## src/rtl/keypad_digit_entry_ctrl_if.sv

```systemverilog
// -----------------------------------------------------------------------------
// keypad_digit_entry_ctrl_if
// Bundles the keypad scanner inputs and the entry/commit outputs of
// keypad_digit_entry_ctrl.
//   master : drives tick/key_pressed/key_code, observes every output
//   slave  : the controller; consumes the scanner inputs, drives the outputs
// Parameters must match those of the controller instance it is attached to.
// -----------------------------------------------------------------------------
interface keypad_digit_entry_ctrl_if #(
   parameter int N_DIGITS   = 7,
   parameter int N_CHANNELS = 4
);
   localparam int CNT_W = $clog2(N_DIGITS + 1);
   localparam int CH_W  = (N_CHANNELS > 1) ? $clog2(N_CHANNELS) : 1;

   logic                  tick;
   logic                  key_pressed;
   logic [3:0]            key_code;
   logic [4*N_DIGITS-1:0] edit_bcd;
   logic [CNT_W-1:0]      digit_count;
   logic [CH_W-1:0]       channel;
   logic [4*N_DIGITS-1:0] commit_bcd;
   logic                  commit_stb;
   logic                  toggle_a;
   logic                  toggle_b;
   logic                  next_page;
   logic                  key_accept;

   modport master (
      output tick, key_pressed, key_code,
      input  edit_bcd, digit_count, channel, commit_bcd, commit_stb,
             toggle_a, toggle_b, next_page, key_accept
   );

   modport slave (
      input  tick, key_pressed, key_code,
      output edit_bcd, digit_count, channel, commit_bcd, commit_stb,
             toggle_a, toggle_b, next_page, key_accept
   );
endinterface

```

## src/rtl/keypad_digit_entry_ctrl.sv

```systemverilog
// -----------------------------------------------------------------------------
// keypad_digit_entry_ctrl
// Debounces a 16-key keypad and turns accepted keys into BCD digit entry,
// per-channel commit registers, channel selection and two user toggles.
// Ports:
//   clk  : system clock, all state on rising edge
//   rst  : synchronous active-high reset
//   bus  : keypad_digit_entry_ctrl_if.slave
//          in  : tick (debounce time base), key_pressed, key_code[3:0]
//          out : edit_bcd, digit_count, channel, commit_bcd (combinational
//                view of the active channel's committed value), commit_stb,
//                toggle_a, toggle_b, next_page, key_accept
// An accepted key pulses key_accept; its action lands on the following edge.
// -----------------------------------------------------------------------------
module keypad_digit_entry_ctrl #(
   parameter int N_DIGITS       = 7,
   parameter int N_CHANNELS     = 4,
   parameter int DEBOUNCE_TICKS = 1000
) (
   input  logic                            clk,
   input  logic                            rst,
   keypad_digit_entry_ctrl_if.slave        bus
);
   localparam int CNT_W = $clog2(N_DIGITS + 1);
   localparam int CH_W  = (N_CHANNELS > 1) ? $clog2(N_CHANNELS) : 1;
   localparam int DB_W  = $clog2(DEBOUNCE_TICKS + 1);
   localparam int BUF_W = 4 * N_DIGITS;

   localparam logic [DB_W-1:0]  DB_MAX  = DB_W'(DEBOUNCE_TICKS);
   localparam logic [CNT_W-1:0] CNT_MAX = CNT_W'(N_DIGITS);
   localparam logic [CH_W-1:0]  CH_LAST = CH_W'(N_CHANNELS - 1);

   typedef enum logic [2:0] {
      ACT_DIGIT,
      ACT_NEXT_CH,
      ACT_TOG_A,
      ACT_TOG_B,
      ACT_CONFIRM,
      ACT_ERASE,
      ACT_PAGE
   } action_e;

   // ---------------------------------------------------------------- debounce
   logic [DB_W-1:0] db_cnt;
   logic [3:0]      latched_code;
   logic [3:0]      accept_code;
   logic            held;
   logic            wait_release;   // set by reset so a key held through reset is ignored
   logic            key_accept;

   // NOTE: sequential state uses non-blocking assignments so every register
   // samples pre-edge values regardless of statement order.
   always_ff @(posedge clk) begin
      if (rst) begin
         db_cnt       <= '0;
         latched_code <= '0;
         accept_code  <= '0;
         held         <= 1'b0;
         wait_release <= 1'b1;
         key_accept   <= 1'b0;
      end else begin
         key_accept <= 1'b0;
         if (!bus.key_pressed) begin
            held         <= 1'b0;
            wait_release <= 1'b0;
         end
         if (!bus.key_pressed || bus.key_code != latched_code) begin
            db_cnt       <= '0;
            latched_code <= bus.key_code;
         end else if (bus.tick && db_cnt != DB_MAX) begin
            db_cnt <= db_cnt + 1'b1;
            // Counter reaches DEBOUNCE_TICKS on this tick.
            if (db_cnt == DB_MAX - 1'b1 && !held && !wait_release) begin
               key_accept  <= 1'b1;
               held        <= 1'b1;
               accept_code <= latched_code;
            end
         end
      end
   end

   // ------------------------------------------------------------ key decode
   action_e    act;
   logic [3:0] digit;

   // NOTE: every always_comb output gets a default first so no path can
   // leave it unassigned and infer a latch.
   always_comb begin
      act   = ACT_DIGIT;
      digit = 4'd0;
      case (accept_code)
         4'd0:  digit = 4'd1;
         4'd1:  digit = 4'd2;
         4'd2:  digit = 4'd3;
         4'd3:  act   = ACT_NEXT_CH;
         4'd4:  digit = 4'd4;
         4'd5:  digit = 4'd5;
         4'd6:  digit = 4'd6;
         4'd7:  act   = ACT_TOG_A;
         4'd8:  digit = 4'd7;
         4'd9:  digit = 4'd8;
         4'd10: digit = 4'd9;
         4'd11: act   = ACT_TOG_B;
         4'd12: act   = ACT_CONFIRM;
         4'd13: digit = 4'd0;
         4'd14: act   = ACT_ERASE;
         4'd15: act   = ACT_PAGE;
      endcase
   end

   // -------------------------------------------------------------- datapath
   logic [BUF_W-1:0] edit_q,   edit_nxt;
   logic [CNT_W-1:0] count_q,  count_nxt;
   logic [CH_W-1:0]  ch_q,     ch_nxt;
   logic             fresh_q,  fresh_nxt;
   logic             tog_a_q,  tog_a_nxt;
   logic             tog_b_q,  tog_b_nxt;
   logic             stb_nxt,  page_nxt, commit_we;
   logic             commit_stb_q, next_page_q;

   logic [BUF_W-1:0] commit_val [N_CHANNELS];
   logic [CNT_W-1:0] commit_cnt [N_CHANNELS];

   always_comb begin
      edit_nxt  = edit_q;
      count_nxt = count_q;
      ch_nxt    = ch_q;
      fresh_nxt = fresh_q;
      tog_a_nxt = tog_a_q;
      tog_b_nxt = tog_b_q;
      stb_nxt   = 1'b0;
      page_nxt  = 1'b0;
      commit_we = 1'b0;
      if (key_accept) begin
         case (act)
            ACT_DIGIT: begin
               if (fresh_q) begin
                  if (digit != 4'd0) begin
                     edit_nxt      = '0;
                     edit_nxt[3:0] = digit;
                     count_nxt     = CNT_W'(1);
                     fresh_nxt     = 1'b0;
                  end
               end else if (count_q < CNT_MAX && !(digit == 4'd0 && count_q == '0)) begin
                  edit_nxt      = edit_q << 4;
                  edit_nxt[3:0] = digit;
                  count_nxt     = count_q + 1'b1;
               end
            end
            ACT_ERASE: begin
               if (count_q != '0) begin
                  edit_nxt  = edit_q >> 4;
                  count_nxt = count_q - 1'b1;
               end else begin
                  edit_nxt  = commit_val[ch_q];
                  count_nxt = commit_cnt[ch_q];
                  fresh_nxt = 1'b1;
               end
            end
            ACT_CONFIRM: begin
               commit_we = 1'b1;
               stb_nxt   = 1'b1;
               fresh_nxt = 1'b1;
            end
            ACT_NEXT_CH: begin
               ch_nxt    = (ch_q == CH_LAST) ? '0 : ch_q + 1'b1;
               edit_nxt  = commit_val[ch_nxt];
               count_nxt = commit_cnt[ch_nxt];
               fresh_nxt = 1'b1;
            end
            ACT_TOG_A: tog_a_nxt = ~tog_a_q;
            ACT_TOG_B: tog_b_nxt = ~tog_b_q;
            ACT_PAGE:  page_nxt  = 1'b1;
            default:   ;
         endcase
      end
   end

   always_ff @(posedge clk) begin
      if (rst) begin
         edit_q       <= '0;
         count_q      <= '0;
         ch_q         <= '0;
         fresh_q      <= 1'b1;
         tog_a_q      <= 1'b0;
         tog_b_q      <= 1'b0;
         commit_stb_q <= 1'b0;
         next_page_q  <= 1'b0;
      end else begin
         edit_q       <= edit_nxt;
         count_q      <= count_nxt;
         ch_q         <= ch_nxt;
         fresh_q      <= fresh_nxt;
         tog_a_q      <= tog_a_nxt;
         tog_b_q      <= tog_b_nxt;
         commit_stb_q <= stb_nxt;
         next_page_q  <= page_nxt;
      end
   end

   // NOTE: the commit registers are a small register array, not a RAM, so
   // they are cleared on reset like any other state.
   always_ff @(posedge clk) begin
      if (rst) begin
         for (int i = 0; i < N_CHANNELS; i++) begin
            commit_val[i] <= '0;
            commit_cnt[i] <= '0;
         end
      end else if (commit_we) begin
         commit_val[ch_q] <= edit_q;
         commit_cnt[ch_q] <= count_q;
      end
   end

   // ---------------------------------------------------------------- outputs
   assign bus.edit_bcd    = edit_q;
   assign bus.digit_count = count_q;
   assign bus.channel     = ch_q;
   assign bus.commit_bcd  = commit_val[ch_q];
   assign bus.commit_stb  = commit_stb_q;
   assign bus.toggle_a    = tog_a_q;
   assign bus.toggle_b    = tog_b_q;
   assign bus.next_page   = next_page_q;
   assign bus.key_accept  = key_accept;

endmodule

```

## src/flat_wrapper.sv

```systemverilog
// flat-port wrapper written by rule: the top's interface ports become plain ports
module keypad_digit_entry_ctrl_flat 
#(
   parameter int N_DIGITS       = 7,
   parameter int N_CHANNELS     = 4,
   parameter int DEBOUNCE_TICKS = 1000
)
  (clk, rst, bus_tick, bus_key_pressed, bus_key_code, bus_edit_bcd, bus_digit_count, bus_channel, bus_commit_bcd, bus_commit_stb, bus_toggle_a, bus_toggle_b, bus_next_page, bus_key_accept);
  keypad_digit_entry_ctrl_if #(.N_DIGITS(N_DIGITS), .N_CHANNELS(N_CHANNELS)) bus_i ();
  input  logic clk;
  input  logic rst;
  input wire logic [$bits(bus_i.tick)-1:0] bus_tick;
  input wire logic [$bits(bus_i.key_pressed)-1:0] bus_key_pressed;
  input wire logic [$bits(bus_i.key_code)-1:0] bus_key_code;
  output wire logic [$bits(bus_i.edit_bcd)-1:0] bus_edit_bcd;
  output wire logic [$bits(bus_i.digit_count)-1:0] bus_digit_count;
  output wire logic [$bits(bus_i.channel)-1:0] bus_channel;
  output wire logic [$bits(bus_i.commit_bcd)-1:0] bus_commit_bcd;
  output wire logic [$bits(bus_i.commit_stb)-1:0] bus_commit_stb;
  output wire logic [$bits(bus_i.toggle_a)-1:0] bus_toggle_a;
  output wire logic [$bits(bus_i.toggle_b)-1:0] bus_toggle_b;
  output wire logic [$bits(bus_i.next_page)-1:0] bus_next_page;
  output wire logic [$bits(bus_i.key_accept)-1:0] bus_key_accept;
  assign bus_i.tick = bus_tick;
  assign bus_i.key_pressed = bus_key_pressed;
  assign bus_i.key_code = bus_key_code;
  assign bus_edit_bcd = bus_i.edit_bcd;
  assign bus_digit_count = bus_i.digit_count;
  assign bus_channel = bus_i.channel;
  assign bus_commit_bcd = bus_i.commit_bcd;
  assign bus_commit_stb = bus_i.commit_stb;
  assign bus_toggle_a = bus_i.toggle_a;
  assign bus_toggle_b = bus_i.toggle_b;
  assign bus_next_page = bus_i.next_page;
  assign bus_key_accept = bus_i.key_accept;
  keypad_digit_entry_ctrl #(.N_DIGITS(N_DIGITS), .N_CHANNELS(N_CHANNELS), .DEBOUNCE_TICKS(DEBOUNCE_TICKS)) u_core (.clk(clk), .rst(rst), .bus(bus_i));
endmodule
```

## config.mk

```make
export PLATFORM = sky130hd
export DESIGN_NAME = keypad_digit_entry_ctrl_flat
export DESIGN_NICKNAME = d
export VERILOG_FILES = /design/src/rtl/keypad_digit_entry_ctrl_if.sv /design/src/rtl/keypad_digit_entry_ctrl.sv /design/src/flat_wrapper.sv
export SDC_FILE = /design/constraint.sdc
export NUM_CORES = 1
export LEC_CHECK = 0
export ABC_CLOCK_PERIOD_IN_PS = 4400
export CORE_UTILIZATION = 45
export DETAILED_ROUTE_END_ITERATION = 12
export PLACE_DENSITY = 0.73
export SLEW_MARGIN = 20
export SYNTH_ARGS = -nofsm -noshare
export SYNTH_HDL_FRONTEND = slang
export SYNTH_SLANG_ARGS = --single-unit
export TNS_END_PERCENT = 50
```

## constraint.sdc

```tcl
create_clock -name clk -period 4.4 [get_ports clk]
set_input_delay 1.1 -clock clk [delete_from_list [all_inputs] [get_ports clk]]
set_output_delay 1.1 -clock clk [all_outputs]
set_load 0.005 [all_outputs]
```

# Word level (Yosys, flattened, before mapping)
# Memory sizes are Yosys's and may differ from the RTL's. A register that Yosys moved wholly into a read port is not among the register bits.
# Cells that the tools add are included.
word_totals:
  latchBits: 0
  elab_cells: 123
  mem_count: 2
  ramBits: 124
  inputBits: 8
  romBits: 0
  register_bits: 59
memory_table:
  columns: ["memory", "depth", "width", "read_ports", "rd_ports_with_merged_regs", "write_ports", "line_no", "source"]
  rows:
  - ["u_core.commit_val", 4, 28, 2, 1, 4, "keypad_digit_entry_ctrl.sv:121", "logic [BUF_W-1:0] commit_val [N_CHANNELS];"]
  - ["u_core.commit_cnt", 4, 3, 2, 1, 4, "keypad_digit_entry_ctrl.sv:122", "logic [CNT_W-1:0] commit_cnt [N_CHANNELS];"]
op_classes:
  magnitude_cmp: 1
  n_div: 0
  bitwise: 5
  n_eq_ne: 27
  muxes: 40
  add_sub_neg: 4
  n_reduce_logical: 30
  n_shift: 0
  multipliers: 0
op_table:
  columns: ["operator", "count"]
  rows:
  - ["$mux W28", 5]
  - ["$pmux W28 S3", 1]
  - ["$pmux W4 S9", 1]
  - ["$eq A4 B4 Y1 const B", 7]
  - ["$reduce_or A28 Y1", 1]
  - ["$mux W1", 18]
  - ["$pmux W3 S6", 1]
  - ["$eq A4 B3 Y1 const B", 4]
  - ["$mux W3", 5]
  - ["$mux W2", 7]
  - ["$add A10 B1 Y10 const B", 1]
  - ["$eq A10 B10 Y1 const B", 1]
  - ["$ne A10 B10 Y1 const B", 1]
  - ["$eq A3 B3 Y1 const B", 3]
  - ["$pmux W3 S3", 1]
  - ["$reduce_bool A3 Y1", 3]
  - ["$eq A4 B2 Y1 const B", 2]
  - ["$logic_not A4 Y1", 2]
  - ["$eq A3 B2 Y1 const B", 2]
  - ["$logic_not A3 Y1", 2]
  - ["$reduce_and A2 Y1", 3]
  - ["$reduce_and A3 Y1", 2]
  - ["$reduce_or A2 Y1", 3]
  - ["$reduce_or A3 Y1", 2]
  - ["18 further kinds", 29]

# Depth between registers and ports, before layout
logic_depth:
  depth_word: 10
  depth_mapped: 9
  mapped_depth_nobuf: 7

# Least setup slack after synthesis
# OpenSTA, ideal clock, no wires.
synth_path:
  path_type: "input port to flip-flop"
  start: "in rst"
  end: "mem u_core.commit_cnt[3][0] (netlist bit) (enable)"
  setup_ns: 0.426
  path_buffers: 2
  path_slack_ns: 1.493
  cell_stages: 3
  t_arrival_ns: 2.482
  cell_sequence: "clkbuf_1 buf_1 o21bai_1"
synth_rtl:
  columns: ["element", "line_no", "source"]
  rows:
  - ["start, declared", "flat_wrapper.sv:11", "input logic rst;"]
  - ["end, declared", "keypad_digit_entry_ctrl.sv:122", null]

==> impl_metrics.py <==
metrics = {
    "job": {
        "maxCapViolations": 0,
    },
    "placed_design": {
        "place_ws_ns": 1.14,
        "gpl.final_weighted_congestion": 0.777,
        "place.port_buffers": 73,
        "place.detailed.hpwl_um": 14800,
    },
    "drt": {
        "detail_route.wirelength_um": 24000,
        "detail_route.iter0.violations": 607,
        "avgRoutedWirePerCell_um": 23.2,
        "viasPerCell": 6.22,
        "detail_route.first_pass.iterations": 5,
        "num_vias": 6439,
        "drc": 0,
        "detail-route-antenna-nets": 0,
    },
    "logic_synthesis": {
        "multiplexer_share_of_the_synthesized_area": 0.155,
        "synth-xor-area-share": 0.0158,
        "async_reset_ff_frac": 0,
        "post_synth_instance_area_mm2": 0.00940,
        "yosysWarningCount": 0,
        "combinational_family_with_the_most_area_after_synthesis": "multiplexers",
        "synth_seq_area_share": 0.526,
        "synthDistinctLibCells": 57,
        "simple_gate_portion_of_the_synthesized_area": 0.140,
        "synth.ff_latch_count": 185,
        "synth_enable_flop_cells": 124,
        "yosys_most_used_dff": "sky130_fd_sc_hd__edfxtp_1",
        "synth_area_in_compound_gates": 0.113,
        "syn-mean-instance-area_um2": 13.3,
        "syn-instance-count": 706,
        "synth_adder_area_share": 0.00799,
        "syn_nets": 720,
    },
    "setup_path": {
        "crit_slowest_cell": "sky130_fd_sc_hd__dfxtp_1",
        "critical_path.cell_chain": "buf_4 > mux4_2 > clkdlybuf4s50_1",
        "timing.critical_path.fanout_max": 19,
        "start_kind": "register",
        "delay_of_the_slowest_critical_path_stage_ns": 0.72,
        "worstSetupPathType": "register to output port",
        "worstPathRequired_ns": 3.30,
        "cp_num_buf_inv": 2,
        "critPathTopFamily": "buffers and inverters",
        "critical_path.endpoint_type": "output port",
        "critical_path_arrival_ns": 2.49,
    },
    "timing": {
        "finalWorstPathRequiredPeriod_ns": 3.59,
        "max-slew-margin-rel": 0.345,
        "post-route-period-util": 0.816,
        "worst_pin_slew_ns": 0.982,
        "timing.fmax_ghz": 0.279,
        "clock_skew_ns": 0.00936,
        "hold_viol": 0,
        "rsz0062_at_grt": "no",
        "finalMaxSlewViolations": 0,
        "finalSetupTns_ns": 0,
        "setup_viol": 0,
        "post-route-worst-setup-slack_ns": 0.810,
        "timing.hold.ws_ns": 0.478,
    },
    "global_routing": {
        "grt_overflow": 0,
        "antenna_found_initial": 0,
        "maximum_number_of_pins_on_one_net_before_global_route_repair": 35,
        "gr-usage-all-layers": 0.231,
        "first_pass_grt_wire_length_um": 37500,
        "via_count_of_the_first_global_routing_pass": 6474,
    },
    "clocking": {
        "ctsHoldBuffers": 0,
        "total_setup_buffers_inserted_after_cts": 0,
        "cts.sinks": 185,
        "cts-resized-gates": 0,
        "insertion_delay_of_the_later_clocked_pin_in_the_worst_skew_pair_ns": 0.44,
        "clockBufferDepth": 2,
        "cts_buffers": 17,
        "clk_pin_slew_worst_paths_ns": 0.07,
        "tritoncts": "built",
        "clock_tree.root_cell": "sky130_fd_sc_hd__clkbuf_16",
        "clock_tree.htree_level_count": 4,
    },
    "finish": {
        "n_antenna_cell": 0,
        "finalNetCount": 766,
        "drive_above_1_share": 0.171,
        "n_fill_cell": 1638,
        "area_delta_synth_final_pct": 16.0,
        "multi_input_gate_area_in_the_final_layout_mm2": 0.00410,
        "sequential_cell_area_mm2": 0.00495,
    },
    "die": {
        "die_h_um": 146,
        "die_area_mm2": 0.0215,
        "core_region_area_mm2": 0.0204,
        "die_width_um": 146,
        "floorplan.io_pins": 74,
        "floorplan.initialDensity": 0.461,
        "core.rowCount": 52,
    },
    "power": {
        "max_vdd_drop_mv": 0.264,
        "power_density_mw_per_mm2": 339,
        "static-leakage-power_nw": 3.56,
    },
    "hold_path": {
        "hold_path_class": "register to register",
    },
    "status": {
        "outcome": "finished, final reports clean",
    },
}
==> through the flow <==
step | cells | util | area [µm²] | total power [W]
detailed placement | 1003 | 0.504 | 10300 | 0.00210
floorplan | 706 | - | 9400 | 0.00204
global route | 1035 | 0.535 | 10900 | 0.00379
finish | 1035 | 0.535 | 10900 | 0.00370
global placement | 1003 | 0.504 | 10300 | 0.00209
CTS | 1035 | 0.535 | 10900 | 0.00371
==> cells in the mapped netlist, types with 2 or more instances <==
cell / instances / area share
sky130_fd_sc_hd__and2_1: 128 / 0.085
sky130_fd_sc_hd__clkbuf_1: 25 / 0.010
sky130_fd_sc_hd__or2_2: 3 / 0.0020
sky130_fd_sc_hd__mux2i_1: 9 / 0.0096
sky130_fd_sc_hd__a21oi_1: 41 / 0.022
sky130_fd_sc_hd__buf_4: 11 / 0.0088
sky130_fd_sc_hd__buf_1: 5 / 0.0020
sky130_fd_sc_hd__a221oi_1: 16 / 0.015
sky130_fd_sc_hd__a22oi_1: 4 / 0.0032
sky130_fd_sc_hd__a211oi_1: 23 / 0.018
sky130_fd_sc_hd__and3_1: 4 / 0.0027
sky130_fd_sc_hd__o21bai_1: 2 / 0.0016
sky130_fd_sc_hd__nand2b_1: 5 / 0.0033
sky130_fd_sc_hd__a221o_1: 2 / 0.0021
sky130_fd_sc_hd__nor2_1: 27 / 0.011
sky130_fd_sc_hd__o21ai_0: 4 / 0.0021
sky130_fd_sc_hd__nor3_1: 8 / 0.0043
sky130_fd_sc_hd__nor2b_1: 7 / 0.0047
sky130_fd_sc_hd__a21o_1: 3 / 0.0024
sky130_fd_sc_hd__a311oi_1: 9 / 0.0084
sky130_fd_sc_hd__xnor2_1: 7 / 0.0065
sky130_fd_sc_hd__mux4_2: 60 / 0.14
sky130_fd_sc_hd__edfxtp_1: 124 / 0.40
sky130_fd_sc_hd__inv_1: 6 / 0.0024
sky130_fd_sc_hd__nor4b_2: 2 / 0.0032
sky130_fd_sc_hd__dfxtp_1: 61 / 0.13
sky130_fd_sc_hd__nand2_1: 17 / 0.0068
sky130_fd_sc_hd__ha_1: 6 / 0.0080
sky130_fd_sc_hd__nand3_1: 3 / 0.0016
sky130_fd_sc_hd__a221oi_2: 6 / 0.0096
sky130_fd_sc_hd__nand4_1: 3 / 0.0020
sky130_fd_sc_hd__xor2_1: 10 / 0.0093
sky130_fd_sc_hd__buf_2: 12 / 0.0064
sky130_fd_sc_hd__a22o_1: 21 / 0.020
sky130_fd_sc_hd__buf_6: 10 / 0.012
==> per-layer routing <==
metal	global-route usage	routed length [µm]
met1	0.302	9800
met2	0.381	11900
met3	0.0422	1670
met4	0.0943	642
met5	0	0
==> worst paths after layout <==
path	startpoint	endpoint	slack, ns	depth (start not counted)
max	register	bus_commit_bcd[16]	0.81	3
min	u_core.wait_release	u_core.wait_release	0.48	1
max reg2reg	u_core.bus.channel[0]	u_core.bus.edit_bcd[13]	1.42	6
min reg2reg	u_core.wait_release	u_core.wait_release	0.48	1
==> sequential cells by signal (all words and copies together) (netlist names), named ones only <==
name and count:
u_core.bus.channel 2, u_core.commit_cnt 12, u_core.wait_release 1, u_core.bus.edit_bcd 28
u_core.bus.toggle_a 1, u_core.db_cnt 10, u_core.bus.toggle_b 1, u_core.held 1
u_core.bus.commit_stb 1, u_core.bus.key_accept 1, u_core.accept_code 4, u_core.bus.digit_count 3
u_core.fresh_q 1, u_core.latched_code 4, u_core.bus.next_page 1, u_core.commit_val 112
==> area by class of cell <==
class,instances,share of cell area
Clock inverter,13,0.0173
Timing Repair Buffer,90,0.0795
Clock buffer,19,0.0397
Multi-Input combinational cell,452,0.376
Sequential cell,185,0.454
Tap cell,270,0.0310
Inverter,6,0.00207
==> power by group <==
part           internal (W)  switching, W
Combinational     0.0000664     0.0000605
Clock              0.000959      0.000672
Sequential          0.00191     0.0000313
==> cell usage in the layout, fill, tap and decap left out, types with 7 or more instances in the layout <==
| cell | instances |
|---|---|
| sky130_fd_sc_hd__a211oi_1 | 23 |
| sky130_fd_sc_hd__nand2_1 | 17 |
| sky130_fd_sc_hd__xor2_1 | 10 |
| sky130_fd_sc_hd__nor2b_1 | 7 |
| sky130_fd_sc_hd__dfxtp_1 | 60 |
| sky130_fd_sc_hd__edfxtp_1 | 124 |
| sky130_fd_sc_hd__a311oi_1 | 9 |
| sky130_fd_sc_hd__clkdlybuf4s50_1 | 72 |
| sky130_fd_sc_hd__mux2i_1 | 9 |
| sky130_fd_sc_hd__a221oi_1 | 16 |
| sky130_fd_sc_hd__and2_1 | 128 |
| sky130_fd_sc_hd__buf_4 | 16 |
| sky130_fd_sc_hd__a21oi_1 | 41 |
| sky130_fd_sc_hd__nor3_1 | 8 |
| sky130_fd_sc_hd__a22o_1 | 21 |
| sky130_fd_sc_hd__nor2_1 | 26 |
| sky130_fd_sc_hd__mux4_2 | 60 |
| sky130_fd_sc_hd__clkbuf_16 | 17 |
| sky130_fd_sc_hd__xnor2_1 | 7 |
==> kinds of logic (layout without fill, tap and decap cells) <==
group           count (synthesis)  after routing
fa+ha+maj                       6              6
flops                         185            185
buf+inv                        69            128
simple gates                  220            220
compound gates                139            139
xor+xnor                       17             17
mux                            70             70
Power figures use the tool's default switching activity.
